<file path="src/rtl/scoreboard_register_file.sv">
// scoreboard_register_file: multi-port register file with write forwarding, busy scoreboard and reset sweep
module scoreboard_register_file #(
  parameter int WORD_WIDTH  = 32,
  parameter int NUM_REGS    = 32,
  parameter int READ_PORTS  = 2,
  parameter int WRITE_PORTS = 2,
  localparam int IDX_W      = $clog2(NUM_REGS)
) (
  input  logic                              clk,
  input  logic                              reset,
  output logic                              ready,
  input  logic [WRITE_PORTS-1:0]            wr_en,
  input  logic [WRITE_PORTS*IDX_W-1:0]      wr_idx,
  input  logic [WRITE_PORTS*WORD_WIDTH-1:0] wr_data,
  input  logic [READ_PORTS*IDX_W-1:0]       rd_idx,
  output logic [READ_PORTS*WORD_WIDTH-1:0]  rd_data,
  output logic [READ_PORTS-1:0]             rd_pending,
  input  logic                              issue_en,
  input  logic [IDX_W-1:0]                  issue_idx,
  output logic [NUM_REGS-1:0]               busy_vec
);
  typedef enum logic {CLEAR, RUN} state_t;
  state_t state_q, state_d;
  logic [IDX_W-1:0] clr_cnt_q, clr_cnt_d;
  logic [NUM_REGS-1:0] busy_q, busy_d;
  logic [WORD_WIDTH-1:0] regs_q [NUM_REGS];
  logic [WORD_WIDTH-1:0] regs_d [NUM_REGS];
  logic [WRITE_PORTS-1:0] wv;
  logic [READ_PORTS-1:0] rv, hit;
  logic run;
  function automatic logic valid_idx(input logic [IDX_W-1:0] i);
    return (i != '0) && (32'(i) < NUM_REGS);
  endfunction
  assign run      = state_q == RUN;
  assign ready    = run;
  assign busy_vec = busy_q;
  // qualify write and read ports: only nonzero in-range indices while running
  always_comb begin
    wv = '0;
    rv = '0;
    for (int k = 0; k < WRITE_PORTS; k++)
      wv[k] = run & wr_en[k] & valid_idx(wr_idx[k*IDX_W +: IDX_W]);
    for (int p = 0; p < READ_PORTS; p++)
      rv[p] = run & valid_idx(rd_idx[p*IDX_W +: IDX_W]);
  end
  // next state: sweep clear, prioritised writes, scoreboard clear then issue set
  always_comb begin
    state_d   = state_q;
    clr_cnt_d = clr_cnt_q;
    busy_d    = busy_q;
    regs_d    = regs_q;
    if (!run) begin
      regs_d[clr_cnt_q] = '0;
      clr_cnt_d = clr_cnt_q + IDX_W'(1);
      state_d = (32'(clr_cnt_q) == NUM_REGS - 1) ? RUN : CLEAR;
    end
    for (int k = 0; k < WRITE_PORTS; k++)
      if (wv[k]) begin
        regs_d[wr_idx[k*IDX_W +: IDX_W]] = wr_data[k*WORD_WIDTH +: WORD_WIDTH];
        busy_d[wr_idx[k*IDX_W +: IDX_W]] = 1'b0;
      end
    if (run && issue_en && valid_idx(issue_idx))
      busy_d[issue_idx] = 1'b1;
    regs_d[0] = '0;
    busy_d[0] = 1'b0;
  end
  // register update; reset restarts the sweep and drops all writes that cycle
  always_ff @(posedge clk) begin
    if (reset) begin
      state_q   <= CLEAR;
      clr_cnt_q <= IDX_W'(1);
      busy_q    <= '0;
    end else begin
      state_q   <= state_d;
      clr_cnt_q <= clr_cnt_d;
      busy_q    <= busy_d;
      regs_q    <= regs_d;
    end
  end
  // combinational reads with same-cycle forwarding from the highest matching write port
  always_comb begin
    hit        = '0;
    rd_data    = '0;
    rd_pending = '0;
    for (int p = 0; p < READ_PORTS; p++)
      if (rv[p]) begin
        rd_data[p*WORD_WIDTH +: WORD_WIDTH] = regs_q[rd_idx[p*IDX_W +: IDX_W]];
        for (int k = 0; k < WRITE_PORTS; k++)
          if (wv[k] && wr_idx[k*IDX_W +: IDX_W] == rd_idx[p*IDX_W +: IDX_W]) begin
            hit[p] = 1'b1;
            rd_data[p*WORD_WIDTH +: WORD_WIDTH] = wr_data[k*WORD_WIDTH +: WORD_WIDTH];
          end
        rd_pending[p] = busy_q[rd_idx[p*IDX_W +: IDX_W]] & ~hit[p];
      end
  end
endmodule

</file>
<file path="config.mk">
export PLATFORM = sky130hd
export DESIGN_NAME = scoreboard_register_file
export DESIGN_NICKNAME = d
export VERILOG_FILES = /design/src/rtl/scoreboard_register_file.sv
export SDC_FILE = /design/constraint.sdc
export NUM_CORES = 2
export LEC_CHECK = 0
export CAP_MARGIN = 20
export CORE_MARGIN = 8
export CORE_UTILIZATION = 45
export CTS_CLUSTER_DIAMETER = 60
export DETAILED_ROUTE_END_ITERATION = 8
export HOLD_SLACK_MARGIN = 0.08
export PLACE_DENSITY = 0.64
export SETUP_SLACK_MARGIN = 0.02
export SLEW_MARGIN = 15
export SYNTH_ARGS = -nofsm -noshare
export SYNTH_HDL_FRONTEND = slang
export SYNTH_SLANG_ARGS = --single-unit
</file>
<file path="constraint.sdc">
create_clock -name clk -period 28.8 [get_ports clk]
set_clock_uncertainty 0.1 [all_clocks]
set_input_delay 4.32 -clock clk [delete_from_list [all_inputs] [get_ports clk]]
set_output_delay 4.32 -clock clk [all_outputs]
set_load 0.005 [all_outputs]
</file>
# ---- Word level (Yosys, flattened, before mapping)
# Index checks and enable logic that the tools add are counted.
# Widths: inputs -> output; s select.
dict set report word_totals {
  elab_cells 142
  ff_bits 1030
  inputBits 94
  out_inout_bits 99
}
dict set report classes {
  n_reduce_logical 17
  order_cmp 16
  add_sub_neg 1
  n_mux 46
  bitwise_logic 22
  eq_ne 5
}
# cell n
set op_table {}
lappend op_table {{$bwmux 1024} 2}
lappend op_table {{$mux 1024} 2}
lappend op_table {{$and 992x1024->1024} 1}
lappend op_table {{$not 1024->1024} 1}
lappend op_table {{$mux 992} 1}
lappend op_table {{$mux 32} 16}
lappend op_table {{$demux 32 s5} 3}
lappend op_table {{$bmux 32 s5} 2}
lappend op_table {{$and 32x32->32} 2}
lappend op_table {{$not 32->32} 2}
lappend op_table {{$or 32x32->32} 1}
lappend op_table {{$ge 6x6->1 const B} 5}
lappend op_table {{$lt 5x6->1 const B} 5}
lappend op_table {{$not 5->6} 5}
lappend op_table {{$reduce_bool 5->1} 5}
lappend op_table {{$eq 5x5->1} 4}
lappend op_table {{$lt 6x1->1 const B} 3}
lappend op_table {{$demux 1 s5} 3}
lappend op_table {{$ge 5x1->1 const B} 3}
lappend op_table {{$mux 1} 15}
lappend op_table {{$logic_and 1x1->1} 12}
lappend op_table {{$bmux 1 s5} 2}
lappend op_table {{$and 1x1->1} 8}
lappend op_table {{$add 5x1->5 const B} 1}
lappend op_table {{2 further kinds} 3}

# ---- Depth between registers and ports, before layout
dict set report depth {
  ltp_word 12
  mapped_depth 11
}

# ---- Worst setup path before layout
# OpenSTA, ideal clock, no wires.
dict set report synth_timing {
  kind {input to register}
  startpoint {input port reset}
  endpoint {register regs_q[0] (netlist bit) (enable)}
  setup_time_ps 1325
  t_arrival_ps 23510
  stages 2
  setup_slack_ps 3865
  path_cell_list {clkbuf_1 inv_1}
}
# item line
set synth_rtl {}
lappend synth_rtl {{start: declaration} 10} ;# input logic reset,
lappend synth_rtl {{end signal: assignment} 77} ;# regs_q <= regs_d;
lappend synth_rtl {{end: declaration} 26} ;# logic [WORD_WIDTH-1:0] regs_q [NUM_REGS];
# No word-level cell between the ends.

# ---- Worst setup path after layout
dict set report layout_timing {
  startpoint {input port rd_idx[7]}
  endpoint {output port rd_data[53]}
}
dict set report layout_via {
  elab_chain_cells 7
}
# item line
set layout_rtl {}
lappend layout_rtl {{start: declaration} 15} ;# input logic [READ_PORTS*IDX_W-1:0] rd_idx,
lappend layout_rtl {{$not 5->6 (not written as such)} 87} ;# rd_data[p*WORD_WIDTH +: WORD_WIDTH] = regs_q[rd_idx[p*IDX_W +: IDX_W]];
lappend layout_rtl {{$bmux 32 s5} 87}
lappend layout_rtl {{$mux 32 (not written as such) (2 in a row)} 87}
lappend layout_rtl {{$mux 32 (2 in a row)} 89} ;# if (wv[k] && wr_idx[k*IDX_W +: IDX_W] == rd_idx[p*IDX_W +: IDX_W]) begin
lappend layout_rtl {{$mux 32 (*)} 86} ;# if (rv[p]) begin
lappend layout_rtl {{end: declaration} 16} ;# output logic [READ_PORTS*WORD_WIDTH-1:0] rd_data,
# Mark *: on every way between the ends. The rest lies on a longest branch, timed or not. The select of a mux whose other input is x is not followed.

==> results.py <==
metrics = {
    "status": {
        "outcome": "finished, violations left",
        "violations": "DRC",
    },
    "critical_path": {
        "cpMostUsedCell": "buf_4",
        "worstSetupEndpointType": "output port",
        "worstReg2RegStart": "ready",
        "cp_slowest_stage_delay_ns": 0.86,
        "cp-endpoint": "rd_data[53]",
        "worstPathArrival_ns": 9.35,
        "cpMaxStageDelayCell": "o21ai_0",
        "path_cells": "buf_8 -> buf_4 -> buf_4 -> mux4_2 -> o22ai_1 -> a21oi_1 -> a31oi_1 -> o21ai_0 -> clkdlybuf4s50_1",
        "cp_max_fo": 97,
        "critical_path_class": "in2out",
        "start_kind": "input pin",
        "crit_required_ns": 24.38,
        "r2r_slack_ns": 25.16,
        "reg2reg_depth": 6,
        "r2r-end": "regs_q[228]",
        "startpoint": "rd_idx[7]",
    },
    "global_route": {
        "antenna_found_initial": 30,
        "grt_use_total_pct": 38.9,
        "gr-usage-met3_pct": 16.2,
        "overflow": 0,
        "grt_max_degree": 106,
        "grt_pass1_wl_um": 500000,
        "grt_pass1_vias": 65700,
        "grt.busiest_layer": "met2",
        "grt_util_met2_pct": 55.2,
        "grt_use_met1_pct": 49.9,
    },
    "drt": {
        "wl_per_cell_um": 36.5,
        "ant_nets": 0,
        "num_vias": 72300,
        "vias_per_cell": 7.36,
        "drc": 11,
        "drt-total-wl_um": 358000,
        "drtPass1Iterations": 9,
        "drt_iter0_markers": 15600,
    },
    "sta": {
        "finalHoldViolCount": 0,
        "relSlewSlack_pct": 12.2,
        "period_needed_ns": 13.77,
        "setup_viol_count_final": 0,
        "drv_slew": 0,
        "tightest_slew_ns": 1.30,
        "timing.final.crit_share_pct": 47.8,
        "rsz0062_at_grt": "false",
        "tns_ns": 0,
        "fmax_mhz": 72.6,
    },
    "placement": {
        "placed_area_mm2": 0.0754,
        "io_buffers": 191,
        "gp_congestion": 0.996,
        "post-dp-hpwl_um": 217000,
    },
    "synth": {
        "yosysWarnings": 0,
        "syn_nets": 8115,
        "synthCells": 8016,
        "synth-async-reset-ratio_pct": 0,
        "synth_top_area_cell": "edfxtp_1",
        "netlist.area_leader.share_pct": 41.0,
        "synth_area_leaders": "edfxtp_1 41%, mux4_2 9.6%, a21oi_1 8.0%, and3_1 6.9%, o21ai_0 5.9%",
        "ys_ff_latch": 1029,
        "synth.distinct_cells": 54,
        "syn_area_mm2": 0.0726,
        "yosysMostFrequentCell": "a21oi_1",
        "seq_area_frac_synth_pct": 42.1,
        "avgSynthCellArea_um2": 9.06,
        "synth_edf_count": 992,
        "ys.flop_type": "edfxtp_1",
        "synth_common_cells": "1,155 x a21oi_1, 1,025 x nand2_1, 992 x edfxtp_1, 858 x o21ai_0",
    },
    "clock_network": {
        "cts.sinks": 1029,
        "cts_tree": "done",
        "numCtsBuffers": 137,
        "htree_levels": 4,
        "post_cts.repair.setup_buffers": 0,
        "clockBufferDepth": 3,
        "cts.reportedPaths.clkPinSlew_ns": 0.05,
        "cts_root_buf": "clkbuf_16",
        "clk_latency_ns": 0.80,
        "cts-hold-fix-buffers": 0,
        "ctsResizeCount": 0,
    },
    "layout": {
        "drive_above_1_share_pct": 12.5,
        "fillCellCount": 14800,
        "area_delta_synth_final_pct": 10.0,
        "layout.nets": 7648,
        "fin_area_mm2": 0.0799,
        "seq_area_mm2": 0.0305,
        "multiInputGateArea_mm2": 0.0385,
    },
    "floorplan": {
        "die_x_um": 418,
        "die-area_mm2": 0.174,
        "ios": 193,
        "start_util_pct": 45.3,
        "fp.dieH_um": 418,
        "std_cell_rows": 147,
        "core_area_mm2": 0.160,
    },
    "power": {
        "peakVddDrop_mv": 0.0375,
        "p_leak_nw": 27.3,
        "p_per_area_mw_per_mm2": 52.9,
    },
    "job": {
        "max-cap-violations": 0,
    },
    "min_path": {
        "hp-class": "reg2reg",
    },
}
-- metal layers --
metal / up-vias / routed length, um
met3: 1480 / 62500
met2: 7495 / 148000
met1: 34300 / 123000
met4: 20 / 24500
met5: - / 246
li1: 29000 / -
-- kinds of logic after synthesis --
| group | Yosys count | synth area share, % |
|---|---|---|
| XOR/XNOR | 23 | 0.277 |
| buffers and inverters | 1039 | 5.72 |
| multiplexers | 575 | 13.4 |
| adder cells (fa/ha/maj) | 5 | 0.0862 |
| AO/OA/AOI/OAI | 2602 | 19.8 |
| other | 1 | 0.00517 |
| flip-flops | 1029 | 42.1 |
| AND/OR/NAND/NOR | 2742 | 18.6 |
-- through the flow --
stage | hold slack (ns) | worst slack [ns] | utilization [%] | power [mW] | cells
6_report | 0.393 | 15.03 | 49.8 | 4.22 | 9828
5_1_grt | 0.419 | 15.05 | 49.8 | 4.29 | 9822
4_1_cts | 0.399 | 15.35 | 49.7 | 4.17 | 9812
3_5_place_dp | 0.392 | 15.36 | 47.0 | 2.47 | 9566
3_3_place_gp | 0.381 | 15.38 | 47.0 | 2.46 | 9564
2_1_floorplan | 0.372 | 3.86 | - | 2.29 | 8016
-- worst min-delay path by stage --
stage	slack [ns]	startpoint	end	cells past startpoint
after floorplan	0.37	busy_vec[22]	busy_vec[22]	2
after global placement	0.38	busy_vec[22]	busy_vec[22]	2
after detailed placement	0.39	busy_vec[22]	busy_vec[22]	2
after CTS	0.40	busy_vec[22]	busy_vec[22]	2
after global routing	0.42	busy_vec[22]	busy_vec[22]	2
final	0.39	busy_vec[22]	busy_vec[22]	2
-- sequential cells by signal, summed over array words and instances (netlist names) --
register and count:
ready 1, clr_cnt_q 5, regs_q 992, busy_vec 31
-- cells in the final DEF, fill, tap and decap left out, types with 13 or more instances in the layout --
cell type / synthesis / final
a32oi_1: 31 / 31
clkinv_1: 0 / 25
a31oi_1: 142 / 141
mux2i_1: 195 / 195
mux2_2: 69 / 69
o211a_1: 21 / 21
a221o_1: 28 / 28
nand2b_1: 22 / 21
clkdlybuf4s50_1: 0 / 184
clkbuf_16: 0 / 142
nor2_1: 391 / 345
nand2_2: 1 / 51
nand2_1: 1025 / 974
nor2b_1: 145 / 139
or4_1: 30 / 29
o21ai_0: 858 / 855
nor3_1: 28 / 16
o22ai_1: 119 / 119
nor2_4: 0 / 39
dfxtp_1: 37 / 37
a211oi_1: 127 / 127
nand3_1: 179 / 179
xor2_1: 13 / 13
clkbuf_1: 801 / 28
and3_1: 801 / 801
edfxtp_1: 992 / 992
clkinv_2: 0 / 18
a22oi_1: 55 / 55
a21oi_2: 19 / 19
a41oi_1: 21 / 21
a221oi_1: 15 / 15
mux4_2: 311 / 311
buf_4: 21 / 224
nor3b_1: 75 / 74
a21oi_1: 1155 / 1155
-- worst max-delay path: cells and delay by family --
family	cells	cell delay (ns)
AO/OA/AOI/OAI	4	1.53
buffers and inverters	4	2.94
multiplexers	1	0.36
-- power by group --
group / internal [mW] / switching [mW] / total, mW
logic: 0.242 / 0.416 / 0.658
clock network: 0.993 / 0.735 / 1.73
registers: 1.76 / 0.0781 / 1.84
-- cell type report --
class / count / share of cell area, %
repair buffers: 420 / 4.63
flip-flops and latches: 1029 / 38.2
multi-input cells: 5948 / 48.2
well taps: 2160 / 3.38
clock inverters: 76 / 0.876
diodes: 12 / 0.0376
inverters: 13 / 0.0705
clock buffers: 170 / 4.58
Note: power is estimated with default switching activity, not from simulation.
